### src/rtl/dma_pkg.sv
// Shared types and constants for the mem_copy_dma copy engine and its range checker.
package dma_pkg;

  typedef enum logic [1:0] {
    IDLE  = 2'd0,
    RUN   = 2'd1,
    DRAIN = 2'd2,
    DONE  = 2'd3
  } dma_state_t;

  localparam logic [1:0] MW_NONE = 2'b00;
  localparam logic [1:0] MW_WORD = 2'b10;
  localparam logic [1:0] MW_BYTE = 2'b11;

  localparam logic [31:0] STEP_WORD = 32'd4;
  localparam logic [31:0] STEP_BYTE = 32'd1;

  function automatic logic [31:0] elem_step(input logic byte_mode);
    return byte_mode ? STEP_BYTE : STEP_WORD;
  endfunction

endpackage

### src/rtl/dma_range_check.sv
// Command validation for mem_copy_dma: word alignment and end-of-memory bounds.
// Sums are 33 bits wide so a pointer that wraps past 2^32 is rejected, not accepted.
module dma_range_check
  import dma_pkg::*;
#(
  parameter int MEM_BYTES = 1024,
  parameter int LEN_W     = 16
) (
  input  logic [31:0]      src,
  input  logic [31:0]      dst,
  input  logic [LEN_W-1:0] len,
  input  logic             byte_mode,
  output logic             ok
);

  logic [32:0] span;
  logic [32:0] src_end;
  logic [32:0] dst_end;
  logic        misalign;

  always_comb begin
    span     = byte_mode ? 33'(len) : (33'(len) << 2);
    src_end  = {1'b0, src} + span;
    dst_end  = {1'b0, dst} + span;
    misalign = (elem_step(byte_mode) == STEP_WORD) &&
               ((src[1:0] != 2'b00) || (dst[1:0] != 2'b00));
    ok       = !misalign && (src_end <= 33'(MEM_BYTES)) && (dst_end <= 33'(MEM_BYTES));
  end

endmodule

### src/rtl/mem_copy_dma.sv
// Two-stage bus-master copy engine: stage 1 reads via Address1, stage 2 writes via Address.
// Optional DMA_CHECKSUM_EN adds a running sum of written elements on port checksum.
module mem_copy_dma
  import dma_pkg::*;
#(
  parameter int MEM_BYTES = 1024,
  parameter int LEN_W     = 16
) (
  input  logic             clk,
  input  logic             rst,
  input  logic             start,
  input  logic             abort,
  input  logic             byte_mode,
  input  logic [31:0]      src_addr,
  input  logic [31:0]      dst_addr,
  input  logic [LEN_W-1:0] xfer_len,
  output logic             busy,
  output logic             done,
  output logic             err,
  output logic [31:0]      mem_addr,
  output logic [31:0]      mem_wdata,
  output logic [1:0]       mem_we,
  output logic [31:0]      mem_addr1,
  input  logic [31:0]      mem_rdata1
`ifdef DMA_CHECKSUM_EN
  ,
  output logic [31:0]      checksum
`endif
);

  dma_state_t       state;
  logic [31:0]      src_ptr;
  logic [31:0]      dst_ptr;
  logic [LEN_W-1:0] rem;
  logic             bm_q;
  logic [31:0]      data_q;
  logic [31:0]      wa_q;
  logic             wv_q;
  logic             err_q;
  logic             cmd_ok;
  logic             take;
  logic             wr_en;
  logic [31:0]      step;

  dma_range_check #(.MEM_BYTES(MEM_BYTES), .LEN_W(LEN_W)) u_range_check (
    .src       (src_addr),
    .dst       (dst_addr),
    .len       (xfer_len),
    .byte_mode (byte_mode),
    .ok        (cmd_ok)
  );

  assign take  = (state == IDLE) && start && !abort;
  assign step  = elem_step(bm_q);
  // abort kills the stage-2 write combinationally, before the memory can clock it
  assign wr_en = wv_q && !abort;

  always_ff @(posedge clk or posedge rst) begin
    if (rst) begin
      state   <= IDLE;
      src_ptr <= '0;
      dst_ptr <= '0;
      rem     <= '0;
      bm_q    <= 1'b0;
      data_q  <= '0;
      wa_q    <= '0;
      wv_q    <= 1'b0;
      err_q   <= 1'b0;
    end else begin
      wv_q <= 1'b0;
      case (state)
        IDLE: if (take) begin
          err_q <= !cmd_ok;
          if (cmd_ok) begin
            src_ptr <= src_addr;
            dst_ptr <= dst_addr;
            rem     <= xfer_len;
            bm_q    <= byte_mode;
            // zero-length still spends a cycle in DRAIN so done lands at start+len+2
            state   <= (xfer_len == '0) ? DRAIN : RUN;
          end
        end
        RUN: if (abort) begin
          state <= DONE;
        end else begin
          data_q  <= bm_q ? {24'b0, mem_rdata1[7:0]} : mem_rdata1;
          wa_q    <= dst_ptr;
          wv_q    <= 1'b1;
          src_ptr <= src_ptr + step;
          dst_ptr <= dst_ptr + step;
          rem     <= rem - LEN_W'(1);
          if (rem == LEN_W'(1)) state <= DRAIN;
        end
        DRAIN:   state <= DONE;
        default: state <= IDLE;
      endcase
    end
  end

  always_comb begin
    busy      = (state == RUN) || (state == DRAIN);
    done      = (state == DONE);
    err       = err_q;
    mem_we    = wr_en ? (bm_q ? MW_BYTE : MW_WORD) : MW_NONE;
    mem_addr  = wv_q ? wa_q : '0;
    mem_wdata = wv_q ? data_q : '0;
    mem_addr1 = (state == RUN) ? src_ptr : '0;
  end

`ifdef DMA_CHECKSUM_EN
  always_ff @(posedge clk or posedge rst) begin
    if (rst)        checksum <= '0;
    else if (take)  checksum <= '0;
    else if (wr_en) checksum <= checksum + mem_wdata;
  end
`endif

endmodule

### config.mk
export PLATFORM = sky130hd
export DESIGN_NAME = mem_copy_dma
export DESIGN_NICKNAME = d
export VERILOG_FILES = /design/src/rtl/dma_pkg.sv /design/src/rtl/dma_range_check.sv /design/src/rtl/mem_copy_dma.sv
export SDC_FILE = /design/constraint.sdc
export NUM_CORES = 1
export LEC_CHECK = 0
export CAP_MARGIN = 40
export CORE_MARGIN = 5
export CORE_UTILIZATION = 54
export CTS_CLUSTER_DIAMETER = 150
export DETAILED_ROUTE_END_ITERATION = 6
export PLACE_DENSITY_LB_ADDON = 0.2
export SYNTH_ARGS = -nofsm -noshare
export SYNTH_HDL_FRONTEND = slang
export SYNTH_HIERARCHICAL = 1
export SYNTH_SLANG_ARGS = --single-unit
### constraint.sdc
create_clock -name clk -period 11.65 [get_ports clk]
set_input_delay 2.33 -clock clk [delete_from_list [all_inputs] [get_ports clk]]
set_output_delay 2.33 -clock clk [all_outputs]
set_load 0.05 [all_outputs]
==> impl_metrics.tcl <==
set metrics [dict create \
    required_ps 12030 \
    core_sq_um 21150 \
    initial_core_util_pct 55.31 \
    failed_checks "DRC" \
    drive_gt1_share_pct 6.303 \
    die-width_microns 157.2 \
    root_buffer "clkbuf_16" \
    p_sw_share_pct 47.08 \
    path_class "in2reg" \
    grt_max_degree 77 \
    rr_startpoint "state[1]$_DFFE_PP0P_" \
    p_int_w 0.001565 \
    die_y_microns 157.2 \
    avgViaCountPerCell 6.436 \
    ys_seq_area_share_pct 31.86 \
    ant_nets 0 \
    cts.repair.resized 0 \
    synth_top_area_share_pct 31.86 \
    setup_tns_ps 0 \
    cp_num_buf_inv 3 \
    synth.most_common_cell "nand2_1" \
    crit_path_top_delay_cell "clkdlybuf4s50_1" \
    fmax_mhz 120.5 \
    fin_crit_sh_pct 71.26 \
    regArea_sq_um 3729 \
    drv_cap 0 \
    syn_area_sq_um 11700 \
    async_flop_share_pct 100.0 \
    diodes 0 \
    worst_pin_slew_ps 870.1 \
    drv_slew 0 \
    antenna_found_initial 0 \
    synth.net_count 1663 \
    power_w 0.002957 \
    crit_start "byte_mode" \
    slew_headroom_pct 41.85 \
    start_kind "primary input" \
    setup_viol 0 \
    crit_chain "clkdlybuf4s50_1, mux2_2, ha_1, a21o_1, a221oi_2, o21ai_2, o311ai_2, nor4_1, a211oi_1, and4_1, nand4_1, nor2_1, nand4b_1, o31ai_4, buf_4, buf_4, a31oi_1, a311oi_1, a221o_1" \
    clk_pin_slew_ps 80 \
    powerDensity_nw_per_um2 201.8 \
    hold_buffers 0 \
    p_sw_w 0.001392 \
    io_buffers 217 \
    cp_common_cell "buf_4" \
    io_pins 218 \
    cp_data_arrival_time_ps 8680 \
    drtIter0Drc 1296 \
    syn2layout_area_growth_pct 25.22 \
    slowest_delay_ps 980 \
    n_fill_cell 1779 \
    routed_wl_microns 40100 \
    cts.htree.levels 4 \
    yosys-top-cells-count "nand2_1, dfrtp_1, a21oi_1" \
    fin_crit_ps 8301 \
    hp-class "reg2reg" \
    yosysTopAreaCell "dfrtp_1" \
    dieArea_sq_um 24710 \
    peakVddDrop_mv 0.1313 \
    critPathTopFamily "compound AO/OA/AOI/OAI gates" \
    worstSkewPairLatency_ps 440 \
    drt_drc_violations_left 7 \
    clock_skew_ps 21.13 \
    clock_path_buffers 2 \
    overflow 0 \
    dr.pass1.iters 7 \
    grt_usage_pct 31.72 \
    outcome "finished, violations left" \
    synth.avg_cell_area_sq_um 7.822 \
    wl_per_cell_microns 20.66 \
    row_count 53 \
    tritoncts_num_sinks 149 \
    syn_inst 1496 \
    synthTopCellsByArea "dfrtp_1, nand2_1, a21oi_1" \
    combPwrFrac_pct 49.2 \
    grt_first_pass_wirelength_microns 63090 \
    num_vias 12493 \
    multiInputGateArea_sq_um 7445 \
    synth_edf_count 0 \
    pwr-share-seq_pct 30.6 \
    clockPowerShare_pct 20.1 \
    post-cts-setup-buffer-count 0 \
    synth_seq_cells 149 \
    fin_nets 1820 \
    place_congestion 1.005 \
    r2r_setup_slack_ps 7580 \
    yosysUniqueCellTypes 93 \
    rsz0062_at_grt "no" \
    cts_tree "yes" \
    hpwl_microns 29930 \
    cp-end-kind "flop" \
    synth-main-ff-cell "dfrtp_1" \
    yosys_warnings 6 \
    worstHoldStart "wa_q[7]$_DFFE_PP0P_" \
    p_leak_nw 5.953 \
    critPathMaxFanout 58 \
    cts_buffers 17 \
    grt_pass1_vias 11657 \
    hold_viol 0 \
]
==> layer usage <==
layer	vias up	track usage [%]	wire length, microns
li1	5829	-	-
met1	5883	44.05	16980
met2	701	50.93	18520
met3	80	5.582	3571
met4	0	9.709	1029
met5	-	0	0
==> area by class of cell <==
class,count,share of cell area [%]
sequential,149,25.45
inverter,42,1.110
clock inverter,14,1.187
timing repair buffer,234,16.10
tap,275,2.348
multi-input combinational,1209,50.81
clock buffer,18,2.997
==> through the flow <==
stage	utilization, %	instance area (sq um)	std cells	hold slack, ps	setup WS, ps
6_report	69.27	14650	1941	464.6	3349
5_1_grt	69.27	14650	1941	488.9	2997
4_1_cts	69.27	14650	1941	471.3	3466
3_5_place_dp	66.37	14040	1909	454.8	3041
3_3_place_gp	65.94	13950	1905	448.3	3213
2_1_floorplan	-	11700	1496	437.4	4626
==> worst register-to-register path, delay by kind of cell (launching register included) <==
family	cells	cell delay [ps]
compound gates	4	1000
fa+ha+maj	1	380
buf+inv	5	2230
flops	1	420
==> path summary, 6_finish.rpt <==
check,to,depth (start not counted)
setup / recovery,rem[6]$_DFFE_PP0P_,19
max in group asynchronous,dst_ptr[8]$_DFFE_PP0P_,4
hold reg to reg,wa_q[7]$_DFFE_PP0P_,2
hold / removal,wa_q[7]$_DFFE_PP0P_,2
setup reg to reg,rem[6]$_DFFE_PP0P_,10
min in group asynchronous,dst_ptr[11]$_DFFE_PP0P_,2
==> sequential cells by signal, indices dropped and copies added (netlist names) <==
signal,cells
bm_q,1
data_q,32
dst_ptr,32
err,1
rem,16
src_ptr,32
state,2
wa_q,32
wv_q,1
==> power groups by stage <==
| stage | Clock [W] | Sequential [W] | Combinational, W |
|---|---|---|---|
| after detailed placement | 0 | 0.000903 | 0.00144 |
| after CTS | 0.000603 | 0.000897 | 0.00145 |
| after floorplan | 0 | 0.000842 | 0.00104 |
| after global routing | 0.000623 | 0.000931 | 0.00158 |
| after global placement | 0 | 0.000893 | 0.00140 |
| final | 0.000595 | 0.000906 | 0.00146 |
==> cell usage in the layout (no fill, tap or decap), drive strengths merged, types with 10 or more instances in the layout <==
cell type	Yosys	layout
a211oi	11	11
a21oi	124	124
a2bb2oi	21	21
and2	97	97
and3	23	23
and4	13	13
buf	22	17
clkbuf	74	18
clkdlybuf4s50	0	217
dfrtp	149	149
ha	48	48
inv	41	51
mux2	19	19
mux2i	11	11
nand2	269	269
nand3	55	55
nand4	43	43
nor2	66	66
nor3	16	16
nor4	18	18
o211ai	13	13
o21a	10	10
o21ai	103	103
o22ai	42	42
or3	15	15
or4	11	11
xnor2	12	12
==> logic make-up after synthesis <==
logic type,count (synthesis),synth area share (%)
adder cells (fa/ha/maj),50,5.475
flip-flops,149,31.86
multiplexers,30,2.769
buffers and inverters,138,4.769
AO/OA/AOI/OAI,448,25.39
AND/OR/NAND/NOR,660,28.17
XOR/XNOR,21,1.572
Note: power is estimated with default switching activity, not from simulation.
==> variant 1, RTL diff (same settings) <==
Add an input register stage for `src_addr`, with the module's reset; this delays it by one clock. The other inputs are not delayed to match.
--- a/src/rtl/mem_copy_dma.sv
+++ b/src/rtl/mem_copy_dma.sv
@@ -28,6 +28,16 @@
 `endif
 );
 
+  logic [31:0] src_addr_q;
+
+  always_ff @(posedge clk or posedge rst) begin
+    if (rst) begin
+      src_addr_q <= '0;
+    end else begin
+      src_addr_q <= src_addr;
+    end
+  end
+
   dma_state_t       state;
   logic [31:0]      src_ptr;
   logic [31:0]      dst_ptr;
@@ -43,7 +53,7 @@
   logic [31:0]      step;
 
   dma_range_check #(.MEM_BYTES(MEM_BYTES), .LEN_W(LEN_W)) u_range_check (
-    .src       (src_addr),
+    .src       (src_addr_q),
     .dst       (dst_addr),
     .len       (xfer_len),
     .byte_mode (byte_mode),
@@ -72,7 +82,7 @@
         IDLE: if (take) begin
           err_q <= !cmd_ok;
           if (cmd_ok) begin
-            src_ptr <= src_addr;
+            src_ptr <= src_addr_q;
             dst_ptr <= dst_addr;
             rem     <= xfer_len;
             bm_q    <= byte_mode;
Formal check against the unedited RTL: not equivalent (a bounded check fails within 4 cycles, from zero or initial values and one cycle with rst high).
==> variant 1 against the unedited design <==
  * Core utilization down 2.4 points
  * Cell area is 6.2% higher
  * Sequential cell count rose by 32
  * Wire length is 4.4% higher
  * Synthesized area rose by 8.0%
  * Die area grew 7.5%
  * Maximum frequency increased by 5.0%
  * First-iteration DRC count shrank 1.7%
  * Synthesized cell count up 2.9%
  * Hold slack improved by 2.4 ps
  * Clock skew is 4.5 ps lower
  * Total power down 2.0%
  * Setup slack better by 390 ps
==> variant 1: results <==
global_routing:
  grt_pass1_wl_mm: 65.2
  grt_start_max_net_pins: 92
  grt_pass1_vias: 11806
  use_met3: 0.0582
  antenna_found_initial: 2
synth:
  synthAdderAreaFrac: 0.0507
  synth_area_leaders: "dfrtp_1 (36%), nand2_1 (8.0%), and2_1 (5.0%)"
  synth-compound-area-share: 0.226
  synthesis.nets: 1707
timing:
  min_period_ps: 7910
  worstMarginPinSlew_ps: 880
  timing.hold.ws_ps: 467
routing:
  finalWirelength_mm: 41.9
  drt_iter0_drc: 1274
  dr_wl_met3_mm: 3.66
  wirelength_met1_mm: 17.8
placed_design:
  dp_cells: 2001
  place_ws_ps: 3390
  globalplace.congestion: 0.948
worst_hold_path:
  hold_start: "wa_q[9]"
  hold_end: "wa_q[9]"
worst_setup_path:
  r2r-start: "src_addr_q[0]"
  reg2reg_depth: 18
  crit_arrival_ps: 8260
outcome:
  outcome: "completed"
final_layout:
  final_nets: 1868
pwr:
  cellLeakagePower_nw: 6.33
variant 1: cell count changes after synthesis, moves of 6 or more:
cell       delta
o22ai_1       -9
or3_1         -6
nor3_1       +11
a2bb2oi_1     -7
dfrtp_1      +32
nand4_1       +9
nor2_1       +12
clkbuf_1     -12
variant 1: layout make-up:
type / count / area [um^2]
fill: 1977 / 7700
clock buffer: 18 / 429
antenna: 1 / 2.50
sequential: 181 / 4530
timing repair buffer: 231 / 2310
inverter: 38 / 148
clock inverter: 14 / 158
multi-input combinational: 1232 / 7580
tap: 319 / 399
variant 1: kinds of logic (layout without fill, tap and decap cells):
logic type	after synthesis	in the layout
AO/OA/AOI/OAI	435	435
XOR/XNOR	21	21
adder cells (fa/ha/maj)	50	50
buffers and inverters	127	301
flip-flops	181	181
multiplexers	34	34
other	0	1
AND/OR/NAND/NOR	692	692
variant 1: report_power, final:
part / internal, mW / switching, mW
logic: 0.476 / 0.838
registers: 0.808 / 0.199
clock network: 0.288 / 0.288
==> variant 2, RTL diff (same flow settings) <==
Made on the original files. Build with the macro `DMA_CHECKSUM_EN` defined.
--- a/src/rtl/mem_copy_dma.sv
+++ b/src/rtl/mem_copy_dma.sv
@@ -1,5 +1,7 @@
 // Two-stage bus-master copy engine: stage 1 reads via Address1, stage 2 writes via Address.
 // Optional DMA_CHECKSUM_EN adds a running sum of written elements on port checksum.
+`define DMA_CHECKSUM_EN
+
 module mem_copy_dma
   import dma_pkg::*;
 #(
Function (old outputs only; new: checksum): kept (Yosys induction, for registers that start in step).
==> variant 2 against the unedited design <==
  * Maximum frequency increased by 2.3%
  * Largest cell class unchanged
  * Non-clock buffer count increased by 26
  * Setup slack improved by 190 ps
  * Sequential power increased by 25%
  * Cell area increased by 20%
  * Total power increased by 24%
  * Combinational power increased by 33%
  * Sequential cell count increased by 32
  * Synthesized area increased by 22%
  * Largest power group unchanged
  * Count of clock-buffer cells in the layout decreased by 1
  * Wire length increased by 14%
  * Sequential share of layout area increased by 0.31 points
  * The flow still finishes with violations (design-rule violations)
==> variant 2: results <==
outcome:
  violations: "design-rule violations"
  outcome: "finished with violations"
synth:
  synth_xor_area_frac: 0.0269
  synth_common_cells: "nand2_1 (346), a21oi_1 (205), dfrtp_1 (181)"
  synthAdderAreaFrac: 0.0732
  synth_area_leaders: "dfrtp_1 (32%), nand2_1 (9.1%), a21oi_1 (7.2%)"
  ys_types: 96
  synth.area.mux_share: 0.0269
  synthesis.nets: 2057
worst_setup_path:
  reg2reg_depth: 13
  slowest_stage: "a21oi_4"
  r2r-start: "wv_q"
  r2r_slack_ps: 7800
  r2r-end: "checksum[24]"
timing:
  timing.hold.ws_ps: 468
  worstMarginPinSlew_ps: 919
final_layout:
  final_cell_area_um2: 17600
placed_design:
  dp_hpwl_mm: 34.9
pwr:
  p_int_mw: 1.89
  cellLeakagePower_nw: 7.57
  peakVddDrop_mv: 0.142
routing:
  drc_errors: 3
  wl_per_cell_um: 19.3
  vias: 14760
  drt_iter0_drc: 1235
  finalWirelength_mm: 45.8
worst_hold_path:
  hold_end: "wa_q[28]"
  hold_start: "wa_q[28]"
global_routing:
  antenna_found_initial: 1
  grt_start_max_net_pins: 96
## variant 2: cell types whose count changed in the layout (fill, tap and decap cells not counted), sizes merged, moves of 18 or more
cell / before / now
a21oi: 124 / 208
o21ai: 103 / 159
a21o: 8 / 30
clkdlybuf4s50: 217 / 249
dfrtp: 149 / 181
nor2: 66 / 100
a2bb2oi: 21 / 3
ha: 48 / 79
nand2: 269 / 346
## variant 2: worst reg2reg max path, stage by stage, from the launching register on
cell	delay, ps
dfrtp_2	470
buf_12	210
and2_1	210
ha_1	230
fa_1	440
a211oi_1	320
o21ai_0	210
nand3_1	180
a211oi_1	150
o2111ai_1	340
nand2_1	180
a311oi_1	350
mux2_2	370
o21ai_1	120
## variant 2: worst max-delay path by stage
| stage | startpoint | endpoint | slack (ps) |
|---|---|---|---|
| finish | byte_mode | dst_ptr[31] | 3540 |
| global route | byte_mode | dst_ptr[31] | 3190 |
| floorplan | byte_mode | dst_ptr[10] | 4250 |
| global placement | byte_mode | dst_ptr[31] | 2990 |
| detailed placement | byte_mode | dst_ptr[31] | 3230 |
| CTS | byte_mode | dst_ptr[31] | 3640 |
## variant 2: layer usage
metal,GRT usage,routed length [um],vias to the layer above,part of all wire
met2,0.489,21800,635,0.48
li1,-,-,7036,-
met3,0.0454,2930,92,0.064
met1,0.392,19700,6995,0.43
met4,0.0970,1420,2,0.031
met5,0,18,-,0.00039
## variant 2: cells by family after synthesis
kind of cell               Yosys count
xor gates and xnor gates            44
AOI/OAI and AO/OA                  580
adders and majority gates           82
and+or+nand+nor                    781
muxes                               36
DFF                                181
buffers and inverters              154
## variant 2: power by group through the flow
stage / Clock, mW / Combinational, mW / Sequential, mW
after floorplan: 0 / 1.32 / 1.15
after global placement: 0 / 1.85 / 1.13
after detailed placement: 0 / 1.92 / 1.13
after CTS: 0.618 / 1.93 / 1.12
after global routing: 0.646 / 2.11 / 1.17
final: 0.608 / 1.94 / 1.13
## variant 2: final cells by class
| class | instances | share of cell area |
|---|---|---|
| clock inverters | 15 | 0.0105 |
| multi-input cells | 1523 | 0.523 |
| inverters | 48 | 0.0105 |
| clock buffers | 17 | 0.0242 |
| repair buffers | 260 | 0.150 |
| well taps | 335 | 0.0238 |
| flip-flops and latches | 181 | 0.258 |
